## src/rtl/prng_mon_pkg.sv

```systemverilog
// prng_mon_pkg: shared types and helpers for the PRNG period monitor.
//   state_e    - monitor FSM states (IDLE, CAPTURE, MONITOR, FINISH)
//   fp_fields  - splits an N-bit sample into minifloat sign/exponent/mantissa
//   N_DEF, EXP_W_DEF - default sample and exponent widths (8-bit minifloat)
package prng_mon_pkg;

  localparam int N_DEF     = 8;
  localparam int EXP_W_DEF = 3;

  typedef enum logic [1:0] {
    IDLE    = 2'd0,
    CAPTURE = 2'd1,
    MONITOR = 2'd2,
    FINISH  = 2'd3
  } state_e;

  // Fields are returned right-aligned in 32-bit containers so that one
  // function serves every (N, EXP_W) pairing; callers keep the low bits.
  typedef struct packed {
    logic        sign;
    logic [31:0] exponent;
    logic [31:0] mantissa;
  } fp_fields_t;

  function automatic fp_fields_t fp_fields(input logic [31:0] data,
                                           input int n, input int exp_w);
    fp_fields_t f;
    int man_w;
    man_w      = n - 1 - exp_w;
    f.sign     = data[n-1];
    f.mantissa = data & ((32'd1 << man_w) - 32'd1);
    f.exponent = (data >> man_w) & ((32'd1 << exp_w) - 32'd1);
    return f;
  endfunction

endpackage

```

## src/rtl/prng_fp_decode.sv

```systemverilog
// prng_fp_decode: registered minifloat field split of a sample stream.
// Fields update one cycle after each valid_i and hold otherwise.
// Ports:
//   clk, reset   - clock, asynchronous active-low reset
//   valid_i      - sample strobe
//   data_i[N]    - sample
//   sign_o       - data_i[N-1] of the last valid sample
//   exponent_o   - data_i[N-2:MAN_W] of the last valid sample
//   mantissa_o   - data_i[MAN_W-1:0] of the last valid sample
module prng_fp_decode
  import prng_mon_pkg::*;
#(
  parameter int N     = N_DEF,
  parameter int EXP_W = EXP_W_DEF,
  localparam int MAN_W = N - 1 - EXP_W
) (
  input  logic             clk,
  input  logic             reset,
  input  logic             valid_i,
  input  logic [N-1:0]     data_i,
  output logic             sign_o,
  output logic [EXP_W-1:0] exponent_o,
  output logic [MAN_W-1:0] mantissa_o
);

  fp_fields_t       f;
  logic             sign_q, sign_d;
  logic [EXP_W-1:0] exp_q, exp_d;
  logic [MAN_W-1:0] man_q, man_d;

  always_comb f = fp_fields(32'(data_i), N, EXP_W);

  // Upper container bits are always zero after masking.
  logic unused_fields;
  assign unused_fields = ^{f.exponent[31:EXP_W], f.mantissa[31:MAN_W]};

  always_comb begin
    sign_d = sign_q;
    exp_d  = exp_q;
    man_d  = man_q;
    if (valid_i) begin
      sign_d = f.sign;
      exp_d  = f.exponent[EXP_W-1:0];
      man_d  = f.mantissa[MAN_W-1:0];
    end
  end

  always_ff @(posedge clk or negedge reset) begin
    if (!reset) begin
      sign_q <= 1'b0;
      exp_q  <= '0;
      man_q  <= '0;
    end else begin
      sign_q <= sign_d;
      exp_q  <= exp_d;
      man_q  <= man_d;
    end
  end

  assign sign_o     = sign_q;
  assign exponent_o = exp_q;
  assign mantissa_o = man_q;

endmodule

```

## src/rtl/prng_period_monitor.sv

```systemverilog
// prng_period_monitor: measures the period of a PRNG output stream.
// After start, the first valid sample is captured; subsequent valid samples
// are counted until that value recurs (period_found) or MAX_CYCLES samples
// pass without recurrence (timeout). done pulses once per completed run.
// Handshake: prng_valid is a one-cycle strobe with no back-pressure; every
// cycle with prng_valid=1 is one sample, cycles with prng_valid=0 are ignored.
// Ports:
//   clk, reset       - clock, asynchronous active-low reset
//   start            - one-cycle arm pulse, restarts from any state
//   prng_valid       - sample strobe
//   prng_data[N]     - sample
//   busy             - high in CAPTURE and MONITOR
//   done             - one-cycle pulse at the end of a run
//   period_found     - sticky: recurrence seen
//   timeout          - sticky: no recurrence within MAX_CYCLES
//   period_len[CW]   - samples from capture to recurrence, or MAX_CYCLES
//   first_value[N]   - captured first sample
//   sign/exponent/mantissa - minifloat fields of the last valid sample
//   dbg_state[2]     - current FSM state (state_e encoding)
//   exp_hist         - per-exponent sample counters, only with
//                      PRNG_MON_HIST_EN defined
module prng_period_monitor
  import prng_mon_pkg::*;
#(
  parameter int N          = N_DEF,
  parameter int EXP_W      = EXP_W_DEF,
  parameter int MAX_CYCLES = 300,
  localparam int MAN_W     = N - 1 - EXP_W,
  localparam int CW        = $clog2(MAX_CYCLES + 1)
) (
  input  logic             clk,
  input  logic             reset,
  input  logic             start,
  input  logic             prng_valid,
  input  logic [N-1:0]     prng_data,
  output logic             busy,
  output logic             done,
  output logic             period_found,
  output logic             timeout,
  output logic [CW-1:0]    period_len,
  output logic [N-1:0]     first_value,
  output logic             sign,
  output logic [EXP_W-1:0] exponent,
  output logic [MAN_W-1:0] mantissa,
  output logic [1:0]       dbg_state
`ifdef PRNG_MON_HIST_EN
  ,
  output logic [(2**EXP_W)*CW-1:0] exp_hist
`endif
);

  localparam logic [CW-1:0] MAX_CNT = CW'(MAX_CYCLES);

  state_e        state_q, state_d;
  logic [CW-1:0] cnt_q, cnt_d, cnt_next;
  logic [CW-1:0] len_q, len_d;
  logic [N-1:0]  first_q, first_d;
  logic          found_q, found_d;
  logic          tmo_q, tmo_d;
  logic          done_q, done_d;
  logic          sample_match, sample_last;

  assign cnt_next     = cnt_q + CW'(1);
  assign sample_match = (prng_data == first_q);
  assign sample_last  = (cnt_next == MAX_CNT);

  // ---------------- FSM: state register ----------------
  always_ff @(posedge clk or negedge reset) begin
    if (!reset) state_q <= IDLE;
    else        state_q <= state_d;
  end

  // ---------------- FSM: next state ----------------
  always_comb begin
    state_d = state_q;
    if (start) begin
      state_d = CAPTURE;
    end else begin
      case (state_q)
        IDLE:    state_d = IDLE;
        CAPTURE: if (prng_valid) state_d = MONITOR;
        MONITOR: if (prng_valid && (sample_match || sample_last)) state_d = FINISH;
        FINISH:  state_d = IDLE;
        default: state_d = IDLE;
      endcase
    end
  end

  // ---------------- FSM: outputs ----------------
  // done is registered off FINISH so it lands one cycle after the result
  // flags; a start seen while in FINISH cancels it.
  always_comb begin
    busy   = (state_q == CAPTURE) || (state_q == MONITOR);
    done_d = (state_q == FINISH) && !start;
  end

  // ---------------- Datapath ----------------
  always_comb begin
    cnt_d   = cnt_q;
    len_d   = len_q;
    first_d = first_q;
    found_d = found_q;
    tmo_d   = tmo_q;
    if (start) begin
      cnt_d   = '0;
      len_d   = '0;
      found_d = 1'b0;
      tmo_d   = 1'b0;
    end else if (prng_valid) begin
      if (state_q == CAPTURE) begin
        first_d = prng_data;
        cnt_d   = '0;
      end else if (state_q == MONITOR) begin
        // A match on the final allowed sample counts as found.
        if (sample_match) begin
          len_d   = cnt_next;
          found_d = 1'b1;
        end else if (sample_last) begin
          len_d = MAX_CNT;
          tmo_d = 1'b1;
        end else begin
          cnt_d = cnt_next;
        end
      end
    end
  end

  always_ff @(posedge clk or negedge reset) begin
    if (!reset) begin
      cnt_q   <= '0;
      len_q   <= '0;
      first_q <= '0;
      found_q <= 1'b0;
      tmo_q   <= 1'b0;
      done_q  <= 1'b0;
    end else begin
      cnt_q   <= cnt_d;
      len_q   <= len_d;
      first_q <= first_d;
      found_q <= found_d;
      tmo_q   <= tmo_d;
      done_q  <= done_d;
    end
  end

  assign done         = done_q;
  assign period_found = found_q;
  assign timeout      = tmo_q;
  assign period_len   = len_q;
  assign first_value  = first_q;
  assign dbg_state    = state_q;

  // ---------------- Field decode ----------------
  prng_fp_decode #(
    .N     (N),
    .EXP_W (EXP_W)
  ) u_decode (
    .clk        (clk),
    .reset      (reset),
    .valid_i    (prng_valid),
    .data_i     (prng_data),
    .sign_o     (sign),
    .exponent_o (exponent),
    .mantissa_o (mantissa)
  );

`ifdef PRNG_MON_HIST_EN
  // ---------------- Exponent histogram ----------------
  localparam int NBINS = 2**EXP_W;

  logic [CW-1:0]    hist_q [NBINS];
  logic [EXP_W-1:0] hist_idx;
  logic             hist_inc;

  assign hist_idx = prng_data[N-2:MAN_W];
  // The captured sample arrives in CAPTURE, so it is counted there too.
  assign hist_inc = prng_valid && !start &&
                    ((state_q == CAPTURE) || (state_q == MONITOR));

  always_ff @(posedge clk or negedge reset) begin
    if (!reset) begin
      for (int i = 0; i < NBINS; i++) hist_q[i] <= '0;
    end else if (start) begin
      for (int i = 0; i < NBINS; i++) hist_q[i] <= '0;
    end else if (hist_inc && (hist_q[hist_idx] != '1)) begin
      hist_q[hist_idx] <= hist_q[hist_idx] + CW'(1);
    end
  end

  for (genvar g = 0; g < NBINS; g++) begin : g_hist
    assign exp_hist[g*CW +: CW] = hist_q[g];
  end
`endif

endmodule

```

## config.mk

```make
export PLATFORM = sky130hd
export DESIGN_NAME = prng_period_monitor
export DESIGN_NICKNAME = d
export VERILOG_FILES = /design/src/rtl/prng_mon_pkg.sv /design/src/rtl/prng_fp_decode.sv /design/src/rtl/prng_period_monitor.sv
export SDC_FILE = /design/constraint.sdc
export NUM_CORES = 1
export LEC_CHECK = 0
export ABC_CLOCK_PERIOD_IN_PS = 3200
export CORE_MARGIN = 2
export CORE_UTILIZATION = 53
export CTS_BUF_LIST = sky130_fd_sc_hd__clkbuf_8
export DETAILED_ROUTE_END_ITERATION = 8
export PLACE_DENSITY = 0.82
export SLEW_MARGIN = 25
export SYNTH_ARGS = -nofsm -noshare
export SYNTH_HDL_FRONTEND = slang
export SYNTH_SLANG_ARGS = --single-unit
```

## constraint.sdc

```tcl
create_clock -name clk -period 3.2 [get_ports clk]
set_clock_uncertainty 0.1 [all_clocks]
set_input_delay 0.64 -clock clk [delete_from_list [all_inputs] [get_ports clk]]
set_output_delay 0.64 -clock clk [all_outputs]
set_load 0.005 [all_outputs]
```

==> summary.txt <==
Logic synthesis
  – Ys flop type: dfrtp_1
  – Main combinational cell family by area after synthesis: compound AO/OA/AOI/OAI gates
  – Area leader, netlist: dfrtp_1
  – Mapped cell area: 2100 um^2
  – Number of synthesized flops with an enable pin: 0
  – Post-Synth Adder-Cell Area: 0.0298
  – Synth Net Count: 213
  – Synthesized flop and latch total: 39
  – Syn Area/Cell: 10.7 um^2
  – Compound-gate portion of the synthesized area: 0.184
  – Simple-gate share of the synthesized area: 0.146
  – Top cells by area, synth: dfrtp_1 46%, mux2_2 8.6%, xor2_1 5.4%
  – Share of the synthesized area in the top cell type: 0.465
  – XOR/XNOR Fraction of Synth Area: 0.0667
  – Cell with the most instances after synthesis: dfrtp_1
  – Yosys warns: 0
  – Synth cell types: 47
  – Post-synthesis sequential area ratio: 0.465
  – Synth Instances: 196
  – Commonest cells in the netlist: 39 x dfrtp_1, 16 x mux2_2, 14 x nor2_1
  – Mux share of post-synthesis cell area: 0.0858
  – Ys async rst share: 1.00

Placement
  – Dpl hpwl: 3520 um
  – Placed Area: 2580 um^2
  – Routability congestion estimate: 0.847
  – Port Buffers: 42

Run
  – Max cap viols: 0

STA
  – Fin crit share: 0.879
  – Min Clock Period, post-route: 2.81 ns
  – Rel. slew slack: 0.425
  – Final setup TNS: 0 ns
  – Final hold vios: 0
  – Worst-Margin Slew: 0.862 ns
  – Peak Freq: 0.356 GHz
  – Slew Viols, Final: 0
  – Final setup fails: 0
  – RSZ-0062 raised after global routing: false

Cells and area
  – Finished Cell Area: 2710 um^2
  – Register area: 976 um^2
  – Ant diodes: 0
  – Area growth from synthesis to layout: 29.1%
  – Multi-input logic area: 1080 um^2
  – Fin nets: 259
  – Fillers: 284
  – Share of post-route cells with drive strength above 1: 0.156

Global route
  – GRT Total Usage: 0.242
  – Vias in the first global route: 1629
  – GRT overflow: 0
  – Global-route wire length before repair: 7960 um
  – Largest net degree at the start of global routing: 40
  – Antenna violations before repair: 0

Worst setup path
  – CP bufs+invs: 0
  – Arr. time, crit path: 2.90 ns
  – Worst EP required: 3.29 ns
  – Crit Path Class: register to register
  – Crit path max fanout: 10
  – Startpoint types: register
  – Top Family by Delay on Critical Path: compound AO/OA/AOI/OAI gates
  – Crit-path cells: ha_1 > nand3_1 > a211oi_1 > o22ai_1 > o31a_4 > and3_1 > a211o_1
  – CP max stage cell: dfrtp_1
  – CP peak stage delay: 0.55 ns
  – Worst setup EP type: register

Die
  – I/O pin count: 43
  – Site Rows: 22
  – Die area: 4480 um^2
  – Die Span Y: 67.0 um
  – Total core area: 3740 um^2
  – Starting Density: 0.561
  – Die Wd: 67.0 um

Detailed routing
  – Post-route DRC: 0
  – DR top layer: met4
  – WL/cell: 16.8 um
  – Via count: 1686
  – M1 WL: 2220 um
  – WL met2: 2290 um
  – 1st-iter DRT viols: 143
  – Via/cell ratio: 5.79
  – Final ANT Viol Nets: 0
  – Routed wire length: 4890 um
  – Drt first pass iters: 4
  – Met3 WL: 337 um

Clocking
  – CTS-repair resized insts: 0
  – Root buffer cell: clkbuf_8
  – Num Clock Sinks: 39
  – TritonCTS clock tree: built
  – Htree depth: 2
  – Worst-path clk slew: 0.07 ns
  – Max clock buf depth: 2
  – CTS Buf Count: 5
  – Hold Buf Count CTS: 0
  – Setup Buffers After CTS: 0
  – Clock latency on the worst-skew pair: 0.30 ns

Hold path
  – Hold/Removal Path Class: input port to async pin

Power and ir drop
  – Leakage power: 1.17 nW
  – PwrDens: 551 nW/um^2
  – VDD IR max: 0.432 mV

Outcome
  – Outcome: complete, no violations
-- registers in the layout (all words and copies together), names as in the netlist --
signal / cells
cnt_q: 9
first_value: 8
period_found: 1
u_decode.mantissa_o: 4
u_decode.sign_o: 1
period_len: 9
u_decode.exponent_o: 3
dbg_state: 2
timeout: 1
done: 1
-- metrics by stage --
stage / setup WS, ns / instances / power, mW / util / hold WS (ns)
floorplan: 0.834 / 196 / 0.800 / - / 0.244
global placement: 0.326 / 283 / 1.02 / 0.689 / 0.377
detailed placement: 0.277 / 283 / 1.02 / 0.689 / 0.380
CTS: 0.421 / 291 / 1.51 / 0.725 / 0.373
global route: 0.276 / 291 / 1.57 / 0.725 / 0.415
finish: 0.388 / 291 / 1.49 / 0.725 / 0.348
-- area by class of cell --
| type | instances | area share |
|---|---|---|
| timing repair buffer | 47 | 0.167 |
| tap | 48 | 0.0221 |
| sequential | 39 | 0.360 |
| clock inverter | 3 | 0.0235 |
| multi-input combinational | 145 | 0.397 |
| inverter | 4 | 0.00554 |
| clock buffer | 5 | 0.0254 |
-- cells by family after synthesis --
| kind of cell | Yosys count |
|---|---|
| flops | 39 |
| xor+xnor | 16 |
| compound gates | 52 |
| fa+ha+maj | 5 |
| mux | 16 |
| simple gates | 56 |
| buf+inv | 12 |
-- power by group --
| group | leakage, nW | internal, mW | switching, mW |
|---|---|---|---|
| Combinational | 0.595 | 0.234 | 0.154 |
| Sequential | 0.505 | 0.560 | 0.0650 |
| Clock | 0.0695 | 0.308 | 0.173 |
-- placed cells by master (no fill, tap or decap), types with 3 or more instances in the layout --
master / count
clkdlybuf4s50_1: 41
dfrtp_1: 39
mux2_2: 16
nor2_1: 14
xor2_1: 13
nand2_1: 12
o21ai_0: 10
a21oi_1: 8
nand2b_1: 7
inv_1: 5
ha_1: 5
clkbuf_8: 5
buf_4: 5
nand3b_1: 4
nand3_1: 4
a22oi_1: 4
xnor2_1: 3
a22o_1: 3
o22a_1: 3
o31ai_1: 3
o311ai_0: 3
-- final timing paths --
kind	slack, ns	from	end	cells after the start
max	0.39	cnt_q[0]	cnt_q[2]	7
min	0.35	reset	u_decode.exponent_o[0]	1
max reg2reg	0.39	cnt_q[0]	cnt_q[2]	7
min reg2reg	0.41	period_len[2]	period_len[2]	1
max in group asynchronous	2.11	reset	done	1
min in group clk	0.41	period_len[2]	period_len[2]	1
-- per-layer routing --
metal / global-route usage / vias up
met3: 0.0760 / 5
li1: - / 807
met5: 0 / -
met1: 0.333 / 805
met4: 0.0561 / 0
met2: 0.374 / 69
Power figures use the tool's default switching activity.
